### src/rtl/idct_coeff_block_writer.sv
// -----------------------------------------------------------------------------
// idct_coeff_block_writer
//
// Producer end of the pre-IDCT coefficient region in SRAM. Coefficients arrive
// one 8x8 block (64 words) at a time into a two-bank ping-pong buffer; a drain
// FSM writes each full bank to SRAM at the block layout the IDCT fetch stage
// reads back (all Y blocks, then U, then V, one 16-bit word per coefficient).
//
// Build option: define ZIGZAG_SCAN_EN when the incoming coefficients are in
// JPEG zigzag order; they are then stored at their raster position. Without
// it the input is taken to be raster order already.
//
// Ports:
//   Clock           - system clock, rising edge
//   Resetn          - asynchronous active-low reset
//   Enable          - start pulse, only honoured while idle
//   coeff_valid     - coefficient present on coeff_data
//   coeff_data      - signed 16-bit coefficient
//   coeff_ready     - coefficient accepted this cycle when valid is also high
//   SRAM_address    - registered write address
//   SRAM_write_data - registered write data
//   SRAM_we_n       - registered active-low write enable
//   block_written   - one-cycle pulse after the 64th word of a block
//   done            - frame complete, held until the next accepted Enable
// -----------------------------------------------------------------------------
module idct_coeff_block_writer #(
    parameter logic [17:0] PRE_IDCT_BASE = 18'd76800,
    parameter int unsigned Y_BLOCKS_X    = 40,
    parameter int unsigned UV_BLOCKS_X   = 20,
    parameter int unsigned BLOCKS_Y      = 30
) (
    input  logic        Clock,
    input  logic        Resetn,
    input  logic        Enable,
    input  logic        coeff_valid,
    input  logic [15:0] coeff_data,
    output logic        coeff_ready,
    output logic [17:0] SRAM_address,
    output logic [15:0] SRAM_write_data,
    output logic        SRAM_we_n,
    output logic        block_written,
    output logic        done
);

    localparam logic [17:0] U_BASE       = PRE_IDCT_BASE + 18'(Y_BLOCKS_X * BLOCKS_Y * 64);
    localparam logic [17:0] V_BASE       = U_BASE + 18'(UV_BLOCKS_X * BLOCKS_Y * 64);
    localparam int unsigned TOTAL_BLOCKS = (Y_BLOCKS_X + 2 * UV_BLOCKS_X) * BLOCKS_Y;

    typedef enum logic [2:0] {StIdle, StWait, StWrite, StNext, StDone} state_e;
    typedef enum logic [1:0] {PlaneY, PlaneU, PlaneV} plane_e;

    state_e      state_q, state_d;
    plane_e      plane_q, plane_d;
    logic        running_q, running_d;
    logic [1:0]  full_q, full_d;
    logic        fsel_q, fsel_d;
    logic        dsel_q, dsel_d;
    logic [5:0]  fcnt_q, fcnt_d;
    logic [5:0]  dcnt_q, dcnt_d;
    logic [11:0] blocks_q, blocks_d;
    logic        frame_acc_q, frame_acc_d;
    logic [5:0]  bcol_q, bcol_d;
    logic [4:0]  brow_q, brow_d;
    logic [17:0] addr_q, addr_d;
    logic [15:0] wdata_q, wdata_d;
    logic        we_n_q, we_n_d;
    logic        bw_q, bw_d;
    logic        done_q, done_d;

    logic [15:0] bank_q [2][64];
    logic        handshake;
    logic [5:0]  fidx;
    logic [7:0]  row;
    logic [17:0] row_y, row_uv, col, wr_addr;
    logic        last_col;

`ifdef ZIGZAG_SCAN_EN
    // Zigzag position k -> raster index within the 8x8 block.
    localparam logic [5:0] ZIGZAG [64] = '{
        6'd0,  6'd1,  6'd8,  6'd16, 6'd9,  6'd2,  6'd3,  6'd10,
        6'd17, 6'd24, 6'd32, 6'd25, 6'd18, 6'd11, 6'd4,  6'd5,
        6'd12, 6'd19, 6'd26, 6'd33, 6'd40, 6'd48, 6'd41, 6'd34,
        6'd27, 6'd20, 6'd13, 6'd6,  6'd7,  6'd14, 6'd21, 6'd28,
        6'd35, 6'd42, 6'd49, 6'd56, 6'd57, 6'd50, 6'd43, 6'd36,
        6'd29, 6'd22, 6'd15, 6'd23, 6'd30, 6'd37, 6'd44, 6'd51,
        6'd58, 6'd59, 6'd52, 6'd45, 6'd38, 6'd31, 6'd39, 6'd46,
        6'd53, 6'd60, 6'd61, 6'd54, 6'd47, 6'd55, 6'd62, 6'd63
    };
    assign fidx = ZIGZAG[fcnt_q];
`else
    assign fidx = fcnt_q;
`endif

    assign coeff_ready = running_q && !full_q[fsel_q] && !frame_acc_q;
    assign handshake   = coeff_valid && coeff_ready;

    // Row offsets by shift/add: 320 = 256 + 64, 160 = 128 + 32.
    always_comb begin
        row    = {brow_q, 3'b000} + {5'd0, dcnt_q[5:3]};
        row_y  = ({10'd0, row} << 8) + ({10'd0, row} << 6);
        row_uv = ({10'd0, row} << 7) + ({10'd0, row} << 5);
        col    = {9'd0, bcol_q, dcnt_q[2:0]};
        unique case (plane_q)
            PlaneY:  wr_addr = PRE_IDCT_BASE + row_y + col;
            PlaneU:  wr_addr = U_BASE + row_uv + col;
            default: wr_addr = V_BASE + row_uv + col;
        endcase
        last_col = (plane_q == PlaneY) ? (bcol_q == 6'(Y_BLOCKS_X - 1))
                                       : (bcol_q == 6'(UV_BLOCKS_X - 1));
    end

    always_comb begin
        state_d     = state_q;
        plane_d     = plane_q;
        running_d   = running_q;
        full_d      = full_q;
        fsel_d      = fsel_q;
        dsel_d      = dsel_q;
        fcnt_d      = fcnt_q;
        dcnt_d      = dcnt_q;
        blocks_d    = blocks_q;
        frame_acc_d = frame_acc_q;
        bcol_d      = bcol_q;
        brow_d      = brow_q;
        addr_d      = addr_q;
        wdata_d     = wdata_q;
        we_n_d      = 1'b1;
        bw_d        = 1'b0;
        done_d      = done_q;

        // Fill side. It only sets full[fsel] when that bank is empty, so it
        // never touches the bit the drain clears (drain only clears full banks).
        if (handshake) begin
            fcnt_d = fcnt_q + 6'd1;
            if (fcnt_q == 6'd63) begin
                full_d[fsel_q] = 1'b1;
                fsel_d         = ~fsel_q;
                blocks_d       = blocks_q + 12'd1;
                if (blocks_q == 12'(TOTAL_BLOCKS - 1)) begin
                    frame_acc_d = 1'b1;
                end
            end
        end

        unique case (state_q)
            StIdle: begin
                if (Enable) begin
                    running_d   = 1'b1;
                    full_d      = 2'b00;
                    fsel_d      = 1'b0;
                    dsel_d      = 1'b0;
                    fcnt_d      = 6'd0;
                    dcnt_d      = 6'd0;
                    blocks_d    = 12'd0;
                    frame_acc_d = 1'b0;
                    bcol_d      = 6'd0;
                    brow_d      = 5'd0;
                    plane_d     = PlaneY;
                    done_d      = 1'b0;
                    state_d     = StWait;
                end
            end
            StWait: begin
                if (full_q[dsel_q]) begin
                    dcnt_d  = 6'd0;
                    state_d = StWrite;
                end
            end
            StWrite: begin
                we_n_d  = 1'b0;
                addr_d  = wr_addr;
                wdata_d = bank_q[dsel_q][dcnt_q];
                dcnt_d  = dcnt_q + 6'd1;
                if (dcnt_q == 6'd63) begin
                    state_d = StNext;
                end
            end
            StNext: begin
                bw_d           = 1'b1;
                full_d[dsel_q] = 1'b0;
                dsel_d         = ~dsel_q;
                state_d        = StWait;
                if (!last_col) begin
                    bcol_d = bcol_q + 6'd1;
                end else begin
                    bcol_d = 6'd0;
                    if (brow_q != 5'(BLOCKS_Y - 1)) begin
                        brow_d = brow_q + 5'd1;
                    end else begin
                        brow_d = 5'd0;
                        unique case (plane_q)
                            PlaneY:  plane_d = PlaneU;
                            PlaneU:  plane_d = PlaneV;
                            default: state_d = StDone;
                        endcase
                    end
                end
            end
            StDone: begin
                done_d    = 1'b1;
                running_d = 1'b0;
                state_d   = StIdle;
            end
            default: state_d = StIdle;
        endcase
    end

    always_ff @(posedge Clock or negedge Resetn) begin
        if (!Resetn) begin
            state_q     <= StIdle;
            plane_q     <= PlaneY;
            running_q   <= 1'b0;
            full_q      <= 2'b00;
            fsel_q      <= 1'b0;
            dsel_q      <= 1'b0;
            fcnt_q      <= 6'd0;
            dcnt_q      <= 6'd0;
            blocks_q    <= 12'd0;
            frame_acc_q <= 1'b0;
            bcol_q      <= 6'd0;
            brow_q      <= 5'd0;
            addr_q      <= 18'd0;
            wdata_q     <= 16'd0;
            we_n_q      <= 1'b1;
            bw_q        <= 1'b0;
            done_q      <= 1'b0;
        end else begin
            state_q     <= state_d;
            plane_q     <= plane_d;
            running_q   <= running_d;
            full_q      <= full_d;
            fsel_q      <= fsel_d;
            dsel_q      <= dsel_d;
            fcnt_q      <= fcnt_d;
            dcnt_q      <= dcnt_d;
            blocks_q    <= blocks_d;
            frame_acc_q <= frame_acc_d;
            bcol_q      <= bcol_d;
            brow_q      <= brow_d;
            addr_q      <= addr_d;
            wdata_q     <= wdata_d;
            we_n_q      <= we_n_d;
            bw_q        <= bw_d;
            done_q      <= done_d;
        end
    end

    // Buffer storage needs no reset: full flags gate every read.
    always_ff @(posedge Clock) begin
        if (handshake) begin
            bank_q[fsel_q][fidx] <= coeff_data;
        end
    end

    assign SRAM_address    = addr_q;
    assign SRAM_write_data = wdata_q;
    assign SRAM_we_n       = we_n_q;
    assign block_written   = bw_q;
    assign done            = done_q;

endmodule

### config.mk
export PLATFORM = sky130hd
export DESIGN_NAME = idct_coeff_block_writer
export DESIGN_NICKNAME = d
export VERILOG_FILES = /design/src/rtl/idct_coeff_block_writer.sv
export SDC_FILE = /design/constraint.sdc
export NUM_CORES = 2
export LEC_CHECK = 0
export BUFFER_PORTS_ARGS = -buffer_cell sky130_fd_sc_hd__buf_2
export CORE_MARGIN = 2
export CORE_UTILIZATION = 62
export DETAILED_ROUTE_END_ITERATION = 10
export PLACE_DENSITY = 0.81
export SYNTH_ARGS = -nofsm -noshare
export SYNTH_HDL_FRONTEND = slang
export SYNTH_SLANG_ARGS = --single-unit
### constraint.sdc
create_clock -name Clock -period 8.47 [get_ports Clock]
set_clock_uncertainty 0.2 [all_clocks]
set_input_delay 1.2705 -clock Clock [delete_from_list [all_inputs] [get_ports Clock]]
set_output_delay 1.2705 -clock Clock [all_outputs]
set_load 0.01 [all_outputs]
==> flow_metrics.env <==
export IMPL_outcome="complete, no violations"
export IMPL_grt_use_met2_pct=51.8
export IMPL_rsz0062_at_grt="false"
export IMPL_finalSetupViolations=0
export IMPL_hold_buffers=0
export IMPL_overflow=0
export IMPL_coreArea_mm2=0.133
export IMPL_seq_area_mm2=0.0636
export IMPL_initial_core_util_pct=62.3
export IMPL_crit_end="SRAM_write_data[5]"
export IMPL_grt_pass1_vias=43100
export IMPL_fmax_mhz=190
export IMPL_drt_initial_drc_count=7201
export IMPL_multi_input_area_mm2=0.0186
export IMPL_syn_nets=3747
export IMPL_cap_violations=0
export IMPL_numClockSinks=2131
export IMPL_cts_resized_gates=0
export IMPL_crit_type="reg2reg"
export IMPL_drv_slew=0
export IMPL_cpMostUsedCell="a2111oi_0"
export IMPL_fp_dieH_um=370
export IMPL_yosys_register_bits=2131
export IMPL_min_period_ns=5.25
export IMPL_die_w_um=370
export IMPL_grtUsageMet3_pct=9.17
export IMPL_dp_hpwl_mm=113
export IMPL_synth_edf_count=2048
export IMPL_cts_made_buffers=200
export IMPL_crit_start="dsel_q"
export IMPL_mostFrequentLayoutCell="edfxtp_1"
export IMPL_ir_drop_v=0.000185
export IMPL_gr_usage_all_layers_pct=33.0
export IMPL_vias=42400
export IMPL_start_kind="flop"
export IMPL_wl_mm=220
export IMPL_path_clk_slew_ns=0.06
export IMPL_fp_row_count=134
export IMPL_syn_inst=3692
export IMPL_layout_nets=3980
export IMPL_ys_flop_type="edfxtp_1"
export IMPL_rr_worst_depth=6
export IMPL_tns_ns=0
export IMPL_worst_pin_slew_ns=1.43
export IMPL_drive_gt1_share_pct=29.6
export IMPL_cp_data_required_time_ns=8.90
export IMPL_syn_area_mm2=0.0831
export IMPL_cts_tree="yes"
export IMPL_gp_congestion=0.855
export IMPL_final_core_util_pct=69.6
export IMPL_grt_busiest_layer="met2"
export IMPL_powerDensity_mw_per_mm2=226
export IMPL_cts_root_buf="clkbuf_16"
export IMPL_worstSkewPairLatency_ns=0.84
export IMPL_slowest_stage="a221oi_1"
export IMPL_power_leakage_nw=29.6
export IMPL_htree_num_levels=4
export IMPL_die_area_mm2=0.137
export IMPL_cts_buffer_depth=3
export IMPL_rr_startpoint="dsel_q"
export IMPL_yosysWarnings=0
export IMPL_cp_arrival_ns=5.69
export IMPL_finalHoldViolations=0
export IMPL_ys_seq_area_share_pct=76.5
export IMPL_port_buffers=57
export IMPL_critPathMaxFanout=36
export IMPL_r2r_end="SRAM_write_data[5]"
export IMPL_post_dp_cell_area_mm2=0.0862
export IMPL_wl_per_cell_um=37.5
export IMPL_vias_per_cell=7.21
export IMPL_remaining_drc_errors=0
export IMPL_synthDistinctLibCells=71
export IMPL_slowest_delay_ns=1.16
export IMPL_io_pins=58
export IMPL_avgSynthCellArea_um2=22.5
export IMPL_slew_headroom_pct=4.85
export IMPL_antenna_found_initial=6
export IMPL_grt_pass1_wl_mm=315
export IMPL_min_period_over_period_pct=62.0
export IMPL_postCtsSetupRepairBufs=0
export IMPL_grt_max_degree=137
export IMPL_fillCellCount=7298
export IMPL_drtPass1Iterations=9
export IMPL_finalInstanceArea_mm2=0.0928
export IMPL_crit_chain="buf_4, mux4_2, a2111oi_0, a2111oi_0, a221oi_1, o221ai_1"
export IMPL_ant_nets=0
export IMPL_syn_to_final_growth_pct=11.7
export IMPL_worst_setup_path_end_kind="flop"
export IMPL_hold_path_class="in2async"
export IMPL_mostFrequentLayoutCells="edfxtp_1 (2048), mux4_2 (622), clkbuf_16 (204)"
export IMPL_met1_usage_pct=43.2
export IMPL_async_flop_share_pct=3.89
export IMPL_r2r_setup_slack_ns=3.22
## registers in the layout, indices dropped and copies added, names as in the netlist
register / count
SRAM_address: 18
SRAM_we_n: 1
SRAM_write_data: 16
bank_q: 2048
bcol_q: 6
block_written: 1
blocks_q: 12
brow_q: 5
dcnt_q: 6
done: 1
dsel_q: 1
fcnt_q: 6
frame_acc_q: 1
fsel_q: 1
full_q: 2
plane_q: 2
running_q: 1
state_q: 3
## critical path, delay by kind of cell (launching register included)
kind | cells | cell delay [ns]
AO/OA/AOI/OAI | 4 | 2.67
flip-flops | 1 | 0.84
buffers and inverters | 1 | 0.69
multiplexers | 1 | 0.60
## per-stage QoR
step           setup slack, ns  hold WS [ns]  total power (W)  std cells
5_1_grt                   3.29        0.0469           0.0214       5871
3_5_place_dp              3.74         0.260           0.0121       5491
4_1_cts                   3.56        0.0235           0.0210       5871
2_1_floorplan             4.98         0.263           0.0119       3692
3_3_place_gp              3.81         0.255           0.0121       5491
6_report                  3.22        0.0676           0.0210       5873
## per-layer routing
layer	vias up	routed length [µm]
met2	3739	106000
met4	14	12800
met3	742	29700
met5	-	239
li1	16100	-
met1	21800	71500
## cell usage after synthesis, types with 4 or more instances
cell type / count / area share, %
a211o_1: 9 / 0.095
nand4_1: 14 / 0.11
o31ai_1: 5 / 0.045
a22o_1: 9 / 0.095
xnor2_1: 22 / 0.23
nor3_1: 8 / 0.048
a21o_1: 8 / 0.072
inv_1: 26 / 0.12
nand2_1: 86 / 0.39
mux4_1: 5 / 0.16
fa_1: 5 / 0.12
or3_1: 8 / 0.060
mux2_2: 4 / 0.054
buf_6: 12 / 0.16
xor2_1: 14 / 0.15
buf_1: 23 / 0.10
nand3_1: 17 / 0.10
clkbuf_1: 99 / 0.45
a221oi_1: 10 / 0.11
dfrtp_1: 82 / 2.5
nand2b_1: 9 / 0.068
nand3b_1: 6 / 0.054
a2111oi_0: 9 / 0.095
ha_1: 30 / 0.45
a31oi_1: 6 / 0.045
buf_4: 9 / 0.081
buf_2: 51 / 0.31
nor2b_1: 19 / 0.14
o211ai_1: 4 / 0.036
o21ai_0: 41 / 0.25
a211oi_1: 10 / 0.090
mux2i_1: 19 / 0.23
nor2_1: 188 / 0.85
edfxtp_1: 2048 / 74
a21oi_1: 52 / 0.31
o221ai_1: 9 / 0.095
and3_1: 8 / 0.060
a22oi_1: 40 / 0.36
mux4_2: 622 / 17
## logic make-up (layout without fill, tap and decap cells)
kind of cell / after synthesis / after routing / share of synthesized area (%)
xor+xnor: 36 / 36 / 0.379
flops: 2131 / 2131 / 76.5
compound gates: 234 / 234 / 1.92
simple gates: 381 / 381 / 2.04
other cells: 0 / 2 / 0
mux: 650 / 650 / 17.3
buf+inv: 224 / 635 / 1.27
fa+ha+maj: 36 / 36 / 0.584
## cell type report
type	count	share of cell area, %
inverter	28	0.113
clock buffer	257	5.79
timing repair buffer	227	1.85
tap	1768	2.38
antenna	2	0.00539
sequential	2131	68.5
multi-input combinational	1337	20.0
clock inverter	123	1.30
## worst min-delay path by stage
stage / startpoint / end / slack (ns) / depth (start not counted)
floorplan: frame_acc_q / frame_acc_q / 0.26 / 2
global placement: SRAM_address[4] / SRAM_address[4] / 0.25 / 2
detailed placement: SRAM_address[3] / SRAM_address[3] / 0.26 / 2
CTS: Resetn / blocks_q[11] / 0.02 / 1
global route: Resetn / blocks_q[5] / 0.05 / 1
finish: Resetn / blocks_q[8] / 0.07 / 1
## where the power goes
part           internal, W  total (W)  leakage, nW  switching (W)
Clock              0.00506    0.00905         3.20        0.00399
Sequential          0.0115     0.0115         19.5     0.00000554
Combinational    0.0000746   0.000378         6.94       0.000304
Total               0.0167     0.0210         29.6        0.00430
Power figures use the tool's default switching activity.
